--- config.mk ---
export PLATFORM = sky130hd
export DESIGN_NAME = phy_gen_fifo2r
export DESIGN_NICKNAME = d
export VERILOG_FILES = /design/src/rtl/phy_gen_fifo2r.sv
export SDC_FILE = /design/constraint.sdc
export NUM_CORES = 1
export LEC_CHECK = 0
export CAP_MARGIN = 10
export CORE_MARGIN = 4
export CORE_UTILIZATION = 43
export DETAILED_ROUTE_END_ITERATION = 10
export DONT_BUFFER_PORTS = 1
export MAX_ROUTING_LAYER = met4
export PLACE_DENSITY_LB_ADDON = 0.08
export SLEW_MARGIN = 5
export SYNTH_ARGS = -nofsm -noshare
export SYNTH_HDL_FRONTEND = slang
export SYNTH_SLANG_ARGS = --single-unit
--- constraint.sdc ---
create_clock -name clk_4f -period 1.7 [get_ports clk_4f]
set_clock_uncertainty 0.05 [all_clocks]
set_input_delay 0.17 -clock clk_4f [delete_from_list [all_inputs] [get_ports clk_4f]]
set_output_delay 0.17 -clock clk_4f [all_outputs]
set_load 0.02 [all_outputs]
--- src/rtl/phy_gen_fifo2r.sv ---
// phy_gen_fifo2r: expected-word buffer, one write port and two independent in-order read ports.
// Latency: read data is combinational from the current read pointer; a write is visible the next cycle.
// Backpressure: full when either reader lags the writer by DEPTH words; caller must not write when full.
module phy_gen_fifo2r #(
  parameter int W     = 8,
  parameter int DEPTH = 16
) (
  input  logic         clk_4f,
  input  logic         reset,
  input  logic         clr,
  input  logic         wr_vld,
  input  logic [W-1:0] wr_dat,
  input  logic         pop_a,
  input  logic         pop_b,
  output logic [W-1:0] rd_a_dat,
  output logic [W-1:0] rd_b_dat,
  output logic         empty_a,
  output logic         empty_b,
  output logic         full
);
  localparam int AW = $clog2(DEPTH);
  localparam logic [AW:0] DEPTH_P = (AW + 1)'(DEPTH);

  logic [W-1:0] mem [DEPTH];
  logic [AW:0]  wp;
  logic [AW:0]  rpa;
  logic [AW:0]  rpb;

  assign empty_a  = (wp == rpa);
  assign empty_b  = (wp == rpb);
  assign full     = ((wp - rpa) == DEPTH_P) || ((wp - rpb) == DEPTH_P);
  assign rd_a_dat = mem[rpa[AW-1:0]];
  assign rd_b_dat = mem[rpb[AW-1:0]];

  // Storage array, written without reset
  always_ff @(posedge clk_4f) begin
    if (wr_vld) begin
      mem[wp[AW-1:0]] <= wr_dat;
    end
  end

  // Pointers; a write and a pop in the same cycle both take effect
  always_ff @(posedge clk_4f) begin
    if (reset || clr) begin
      wp  <= '0;
      rpa <= '0;
      rpb <= '0;
    end else begin
      if (wr_vld) wp  <= wp + (AW + 1)'(1);
      if (pop_a)  rpa <= rpa + (AW + 1)'(1);
      if (pop_b)  rpb <= rpb + (AW + 1)'(1);
    end
  end

endmodule

==> impl_metrics.tcl, run 1 <==
set metrics [dict create \
    slew_headroom_pct 65.1 \
    pin_count 33 \
    synth_area_mm2 0.00723 \
    critical-path-top-delay-family "multiplexers" \
    crit_chain "clkbuf_16, mux4_2, mux4_2" \
    io_buffer_count 0 \
    critPathKind "reg -> out" \
    dp_hpwl_um 10700 \
    worstHoldPathType "in -> reg" \
    reg2reg_to "mem[0][3]" \
    rows 47 \
    grt_use_total_pct 18.6 \
    cts_tree "done" \
    h-tree-depth 4 \
    crit_path_start_kind "flop" \
    ant_nets 0 \
    final_core_util_pct 52.4 \
    antenna_found_initial 0 \
    drtPass1Iterations 4 \
    fmax_mhz 422 \
    r2r_start "wp[2]" \
    numCtsBuffers 17 \
    antennaDiodeCount 0 \
    yosys_register_bits 151 \
    cap_violations 0 \
    powerDensity_mw_per_mm2 975 \
    status "finished with violations" \
    ys_warn_count 0 \
    vdd_drop_max_uv 732 \
    synth_nets 391 \
    design_area_mm2 0.00865 \
    regToRegSetupSlack_ns 0.11 \
    gp_congestion 0.768 \
    fin_nets 467 \
    postSynthCellCount 363 \
    detail_route.wl_per_cell_um 23.7 \
    drv_slew 0 \
    die_x_um 138 \
    grt_pass1_vias 3769 \
    reg2regPathDepth 4 \
    critPathMaxFanout 10 \
    viasPerCell 5.48 \
    period_needed_ns 2.37 \
    gr-total-overflow 0 \
    leakagePower_nw 2.83 \
    preCtsSetupSlack_ns -0.223 \
    syn_to_final_growth_pct 19.8 \
    hold_slack_ns 0.115 \
    clk_pin_slew_ns 0.06 \
    pwr-share-comb_pct 6.6 \
    grt_pass1_wl_um 23900 \
    dp.cells 623 \
    hold_depth 2 \
    setup_ws_ns -0.668 \
    fin_cells 672 \
    crit_path_end_kind "output pin" \
    grt_max_degree 33 \
    num_vias 3680 \
    p_int_w 0.00664 \
    setup_viol 18 \
    postPlaceCellArea_mm2 0.00769 \
    path_buf_inv 1 \
    drc 0 \
    hp-start "reset" \
    slowest_delay_ns 0.56 \
    worst-endpoint-arrival_ns 2.15 \
    drtIter0Drc 281 \
    syn_area_per_cell_um2 19.9 \
    whs_endpoint "wp[0]" \
    worst_pin_slew_ns 0.521 \
    rsz0062_at_grt "yes" \
    worstPathRequired_ns 1.48 \
    clockBufferDepth 2 \
    hold_violations 0 \
    pwr-share-seq_pct 48.1 \
    switchingPower_w 0.00180 \
    clock_power_share_pct 45.3 \
    clock_latency_ns 0.41 \
    cp_common_cell "mux4_2" \
    drive_above_1_share_pct 47.6 \
    yosysSeqAreaShare_pct 59.6 \
    violations "setup timing" \
    cts_sinks 151 \
    routed_wl_um 16000 \
    cts_root_buffer "clkbuf_16" \
    coreArea_mm2 0.0165 \
    dieArea_mm2 0.0189 \
    die_y_um 138 \
    swShare_pct 21.3 \
    min_period_over_period_pct 139 \
    synth_cell_type_count 27 \
    cp_slowest_cell "mux4_2" \
    start_util_pct 43.7 \
]
## timing repair
action	CTS	global route
gates resized for setup	48	15
endpoints found under the setup margin	19	19
pin swaps	14	4
hold buffers	11	0
buffers inserted	7	0
endpoints found under the hold margin	150	0
gates cloned	2	1
## metrics by stage
step	TNS (ns)	total power, W
after detailed placement	-3.27	0.00460
after floorplan	-1.91	0.00451
final	-10.28	0.00844
after global placement	-3.13	0.00460
after CTS	-11.01	0.00853
after global routing	-11.61	0.00873
## layout make-up
cell class	count	area [um2]
fillers	1310	7870
flip-flops and latches	151	4330
multi-input cells	181	2660
repair buffers	78	751
clock buffers	18	429
well taps	220	275
clock inverters	14	176
inverters	10	37.5
## power groups by stage
| stage | registers [W] | logic [W] | clock network, W |
|---|---|---|---|
| 6_report | 0.00406 | 0.000561 | 0.00382 |
| 5_1_grt | 0.00406 | 0.000606 | 0.00407 |
| 4_1_cts | 0.00405 | 0.000576 | 0.00390 |
| 3_5_place_dp | 0.00414 | 0.000467 | 0 |
| 3_3_place_gp | 0.00414 | 0.000466 | 0 |
| 2_1_floorplan | 0.00413 | 0.000378 | 0 |
## kinds of logic (layout without fill, tap and decap cells)
| family | after synthesis | after routing | synth area share, % |
|---|---|---|---|
| adder cells (fa/ha/maj) | 14 | 14 | 2.42 |
| buffers and inverters | 31 | 120 | 2.61 |
| flip-flops | 151 | 151 | 59.6 |
| AND/OR/NAND/NOR | 57 | 57 | 4.00 |
| AO/OA/AOI/OAI | 8 | 8 | 0.606 |
| multiplexers | 84 | 84 | 28.6 |
| XOR/XNOR | 18 | 18 | 2.18 |
## flip-flops by register name, summed over array words and instances (netlist names), named ones only
name / flops
wp: 5
rpa: 5
rpb: 5
mem: 128
## metal layers
| metal | up-vias | GRT usage, % | part of all wire, % |
|---|---|---|---|
| li1 | 1648 | - | - |
| met1 | 1911 | 24.8 | 43 |
| met2 | 107 | 29.0 | 50 |
| met3 | 14 | 3.91 | 6.0 |
| met4 | 0 | 5.49 | 1.2 |
| met5 | - | - | 0 |
## cell usage after synthesis
cell	number	area share [%]
buf_12	1	0.28
nand4_1	5	0.43
nand3_1	2	0.14
buf_1	5	0.26
nand2b_1	1	0.087
o21ai_0	2	0.14
ha_1	14	2.4
edfxtp_1	128	53
mux4_2	20	6.2
dfxtp_1	23	6.4
xor2_1	5	0.61
inv_1	10	0.52
and3_1	1	0.087
buf_6	6	0.93
a21oi_1	5	0.35
nor3b_1	2	0.21
and3b_1	1	0.12
mux2i_1	4	0.55
nand2_1	7	0.36
or2_2	1	0.087
o32ai_1	1	0.12
and2_1	16	1.4
mux4_1	60	22
xnor2_1	13	1.6
buf_8	1	0.21
clkbuf_1	8	0.42
nor2_1	21	1.1
## cell usage in the layout (no fill, tap or decap), types with 2 or more instances in the layout
| cell type | synthesis | routed |
|---|---|---|
| dlygate4sd3_1 | 0 | 11 |
| nor2_1 | 21 | 19 |
| buf_4 | 0 | 51 |
| mux4_2 | 20 | 79 |
| clkbuf_16 | 0 | 18 |
| nand2_1 | 7 | 5 |
| a21oi_2 | 0 | 2 |
| ha_4 | 0 | 5 |
| inv_1 | 10 | 4 |
| clkinv_4 | 0 | 3 |
| nand4_1 | 5 | 5 |
| clkinvlp_4 | 0 | 4 |
| buf_6 | 6 | 8 |
| a21oi_4 | 0 | 2 |
| inv_2 | 0 | 6 |
| ha_1 | 14 | 8 |
| xnor2_1 | 13 | 12 |
| edfxtp_1 | 128 | 128 |
| xor2_1 | 5 | 5 |
| dfxtp_4 | 0 | 4 |
| and2_1 | 16 | 16 |
| buf_12 | 1 | 5 |
| dfxtp_1 | 23 | 11 |
| bufinv_16 | 0 | 3 |
| clkinv_2 | 0 | 2 |
| dfxtp_2 | 0 | 8 |
| mux2i_1 | 4 | 4 |
## worst max-delay path by stage
stage / from / endpoint / slack [ns] / cells past startpoint
floorplan: flop / rd_a_dat[0] / -0.12 / 4
global placement: flop / rd_b_dat[0] / -0.23 / 3
detailed placement: flop / rd_b_dat[0] / -0.22 / 3
CTS: flop / rd_a_dat[5] / -0.68 / 4
global route: flop / rd_b_dat[3] / -0.72 / 3
finish: flop / rd_b_dat[4] / -0.67 / 3
Power figures use the tool's default switching activity.
==> run 2: changes to the inputs <==
TNS_END_PERCENT = 20   (was unset)
==> impl_metrics.tcl, run 2 (synthesized netlist as in run 1, its figures left out) <==
set metrics [dict create \
    status "finished with violations" \
    violations "setup timing" \
    routed_wl_um 16000 \
    grt_pass1_wl_um 23800 \
    period_needed_ns 2.35 \
    hold_slack_ns 0.121 \
    gr-total-overflow 0 \
    fin_nets 466 \
    clock_latency_ns 0.41 \
    largest_reg_flops 128 \
    slew_headroom_pct 63.4 \
    coreArea_mm2 0.0165 \
    h-tree-depth 4 \
    layout_common_cells "edfxtp_1 (128), mux4_2 (80), buf_4 (51), nor2_1 (21), clkbuf_16 (19)" \
    crit_chain "clkbuf_16, mux4_2, mux4_2" \
    num_vias 3672 \
    critPathKind "reg -> out" \
    cp_common_cell "mux4_2" \
    setup_ws_ns -0.650 \
    dp_hpwl_um 10700 \
    io_buffer_count 0 \
    drive_above_1_share_pct 43.5 \
    design_area_mm2 0.00856 \
    min_period_over_period_pct 138 \
    crit_path_end_kind "output pin" \
    hp-start "reset" \
    worstPathRequired_ns 1.48 \
    regToRegSetupSlack_ns 0.10 \
    vdd_drop_max_uv 734 \
    gp_congestion 0.768 \
    final_core_util_pct 51.8 \
    hold_violations 0 \
    slowest_delay_ns 0.56 \
    switchingPower_w 0.00179 \
    start_util_pct 43.7 \
    numCtsBuffers 17 \
    worstHoldPathType "in -> reg" \
    crit_path_start_kind "flop" \
    grt_pass1_vias 3745 \
    die_y_um 138 \
    clock_power_share_pct 45.3 \
    powerDensity_mw_per_mm2 985 \
    rsz0062_at_grt "yes" \
    viasPerCell 5.47 \
    final_common_cell "edfxtp_1" \
    leakagePower_nw 2.80 \
    grt_max_degree 33 \
    cts_tree "done" \
    rows 47 \
    cap_violations 0 \
    worst_pin_slew_ns 0.548 \
    pin_count 33 \
    ant_nets 0 \
    fmax_mhz 425 \
    clockBufferDepth 2 \
    cp_slowest_cell "mux4_2" \
    antennaDiodeCount 0 \
    antenna_found_initial 0 \
    critPathMaxFanout 6 \
    syn_to_final_growth_pct 18.5 \
    postPlaceCellArea_mm2 0.00769 \
    register_area_mm2 0.00432 \
    cts_root_buffer "clkbuf_16" \
    drc 0 \
    path_buf_inv 1 \
    p_total_w 0.00843 \
    clk_pin_slew_ns 0.06 \
    pwr-share-comb_pct 6.5 \
    swShare_pct 21.3 \
    detail_route.wl_per_cell_um 23.9 \
    dieArea_mm2 0.0189 \
    grt_use_total_pct 18.5 \
    cts_sinks 151 \
    drtIter0Drc 260 \
    critical-path-top-delay-family "multiplexers" \
    setup_viol 18 \
    drv_slew 0 \
    p_int_w 0.00664 \
    die_x_um 138 \
    pwr-share-seq_pct 48.2 \
    worst-endpoint-arrival_ns 2.13 \
    fill_cells 1327 \
    r2r_start "wp[2]" \
    multiInputGateArea_mm2 0.00256 \
    drtPass1Iterations 4 \
]
## run 2: cell count changes in the layout (fill, tap and decap cells not counted), sizes merged
cell,delta
buf,-2
clkbuf,+1
## run 2: path summary, 6_finish.rpt
path	to	cells after the start
min	wp[2]	2
min reg2reg	rpb[4]	2
max	rd_b_dat[4]	3
max reg2reg	mem[0][3]	4
## run 2: per-layer routing
metal / up-vias / routed length, um / GRT usage, %
li1: 1641 / - / -
met5: - / 0 / -
met1: 1941 / 7070 / 24.6
met2: 75 / 8010 / 28.9
met4: 0 / 225 / 5.49
met3: 15 / 733 / 3.91
## run 2: timing repair
item	4_1_cts	5_1_grt
hold endpoints to repair	150	0
cloned	2	3
hold buffers	11	0
gates resized for setup	13	24
buffers inserted	4	0
setup endpoints to repair	19	19
## run 2: final cells by class
cell class                 count  area share, %
clock inverter                14           2.06
timing repair buffer          77           8.87
inverter                      10          0.438
multi-input combinational    181           29.9
tap                          220           3.22
clock buffer                  18           5.01
sequential                   151           50.5
## run 2: power groups by stage
| stage | clock (W) | sequential (W) | combinational, W |
|---|---|---|---|
| floorplan | 0 | 0.00413 | 0.000378 |
| global placement | 0 | 0.00414 | 0.000466 |
| detailed placement | 0 | 0.00414 | 0.000467 |
| CTS | 0.00390 | 0.00406 | 0.000562 |
| global route | 0.00407 | 0.00406 | 0.000596 |
| finish | 0.00382 | 0.00406 | 0.000552 |
## run 2: stage by stage
stage          instances  TNS (ns)  setup WS, ns
6_report             671    -10.35        -0.650
5_1_grt              671    -11.76        -0.707
4_1_cts              672    -11.39        -0.681
3_5_place_dp         623     -3.27        -0.223
3_3_place_gp         623     -3.13        -0.227
2_1_floorplan        363     -1.91        -0.118
## run 2: worst reg2reg max path, cell delays in order, from the launching register on
cell and delay (ns):
dfxtp_2 0.35, buf_4 0.16, nor3b_1 0.36, and2_1 0.23, buf_4 0.17
==> run 3: changes to the inputs <==
TNS_END_PERCENT = 1   (was 20)
==> impl_metrics.tcl, run 3 (synthesized netlist as in run 1, its figures left out) <==
set metrics [dict create \
    worst_pin_slew_ns 0.549 \
    fmax_mhz 426 \
    setup_viol 18 \
    antennaDiodeCount 0 \
    fill_cells 1328 \
    globalRouteMet1Util_pct 24.6 \
    detail_route.wl_per_cell_um 23.9 \
    gp_congestion 0.768 \
    grt_pass1_vias 3745 \
    cp_common_cell "mux4_2" \
    dp_hpwl_um 10700 \
    regToRegSetupSlack_ns 0.09 \
    leakagePower_nw 2.79 \
    hold_depth 2 \
    grt_pass1_wl_um 23800 \
    coreArea_mm2 0.0165 \
    dieArea_mm2 0.0189 \
    worstPathRequired_ns 1.48 \
    cp_slowest_cell "mux4_2" \
    critPathKind "reg -> out" \
    cap_violations 0 \
    whs_endpoint "wp[2]" \
    antenna_found_initial 0 \
    drtPass1Iterations 5 \
    drive_above_1_share_pct 43.5 \
    multiInputGateArea_mm2 0.00256 \
    grt_use_total_pct 18.5 \
    pin_count 33 \
    status "finished with violations" \
    die_x_um 138 \
    drc 0 \
    fin_cells 671 \
    cts_root_buffer "clkbuf_16" \
    vdd_drop_max_uv 733 \
    crit_path_start_kind "flop" \
    rows 47 \
    worst-endpoint-arrival_ns 2.13 \
    drtIter0Drc 264 \
    grt_max_degree 33 \
    dp.cells 623 \
    num_vias 3665 \
    die_y_um 138 \
    syn_to_final_growth_pct 18.3 \
    clk_pin_slew_ns 0.06 \
    gr-total-overflow 0 \
    hp-start "reset" \
    slowest_delay_ns 0.56 \
    grt_use_met3_pct 3.91 \
    critPathMaxFanout 6 \
    register_area_mm2 0.00432 \
    min_period_over_period_pct 138 \
    crit_chain "clkbuf_16, mux4_2, mux4_2" \
    setup_ws_ns -0.650 \
    slew_headroom_pct 63.3 \
    cts_sinks 151 \
    largest_reg_flops 128 \
    clockBufferDepth 2 \
    worstHoldPathType "in -> reg" \
    reg2reg_to "mem[0][3]" \
    drv_slew 0 \
    viasPerCell 5.46 \
    fin_nets 466 \
    top_usage_layer "met2" \
    fin_setup_tns_ns -10.36 \
    start_util_pct 43.7 \
    h-tree-depth 4 \
    p_total_w 0.00843 \
    reg2regPathDepth 4 \
    violations "setup timing" \
    rsz0062_at_grt "yes" \
    routed_wl_um 16000 \
    hold_violations 0 \
    ant_nets 0 \
    io_buffer_count 0 \
    crit_path_end_kind "output pin" \
    final_common_cell "edfxtp_1" \
    layout_common_cells "edfxtp_1 (128), mux4_2 (80), buf_4 (51), nor2_1 (21), clkbuf_16 (19)" \
    powerDensity_mw_per_mm2 986 \
    numCtsBuffers 17 \
    cts_tree "done" \
    r2r_start "wp[2]" \
    period_needed_ns 2.35 \
    use_met2_pct 28.9 \
    clock_latency_ns 0.41 \
]
[run 3: area by class of cell]
class                   count  area share [%]
well taps                 220            3.22
inverters                  10           0.439
flip-flops and latches    151            50.5
clock buffers              18            5.02
repair buffers             77            8.72
clock inverters            14            2.06
multi-input cells         181            30.0
[run 3: worst max-delay path: cells and delay by family (launching register included)]
kind | cells | cell delay (ns)
multiplexers | 2 | 1.06
flip-flops | 1 | 0.45
buffers and inverters | 1 | 0.19
[run 3: worst max path at each step]
stage / from / end / slack, ns / cells past startpoint
floorplan: flop / rd_a_dat[0] / -0.12 / 4
global placement: flop / rd_b_dat[0] / -0.23 / 3
detailed placement: flop / rd_b_dat[0] / -0.22 / 3
CTS: flop / rd_b_dat[0] / -0.68 / 3
global route: flop / rd_b_dat[5] / -0.71 / 3
finish: flop / rd_b_dat[4] / -0.65 / 3
[run 3: metal layers]
layer / share of wire [%] / vias to the layer above
li1: - / 1642
met1: 44 / 1932
met2: 50 / 78
met3: 4.8 / 13
met4: 1.1 / 0
met5: 0 / -
[run 3: per-stage QoR]
| step | utilization, % | area, um2 | hold slack, ns | worst slack [ns] |
|---|---|---|---|---|
| floorplan | - | 7070 | 0.219 | -0.118 |
| global placement | 46.6 | 7690 | 0.220 | -0.227 |
| detailed placement | 46.6 | 7690 | 0.220 | -0.223 |
| CTS | 51.5 | 8510 | 0.108 | -0.681 |
| global route | 51.7 | 8550 | 0.144 | -0.707 |
| finish | 51.7 | 8550 | 0.121 | -0.650 |
[run 3: timing repair]
action                     CTS  global route
gates cloned                 2             3
setup endpoints to repair   19            19
hold endpoints to repair   150             0
setup buffers                4             0
gates resized for setup     13            21
hold buffers                11             0
[run 3: power breakdown]
part / internal, W / switching (W) / total, W / leakage (nW)
clock: 0.00232 / 0.00150 / 0.00382 / 0.284
combinational: 0.000274 / 0.000274 / 0.000548 / 1.16
sequential: 0.00404 / 0.0000201 / 0.00406 / 1.35
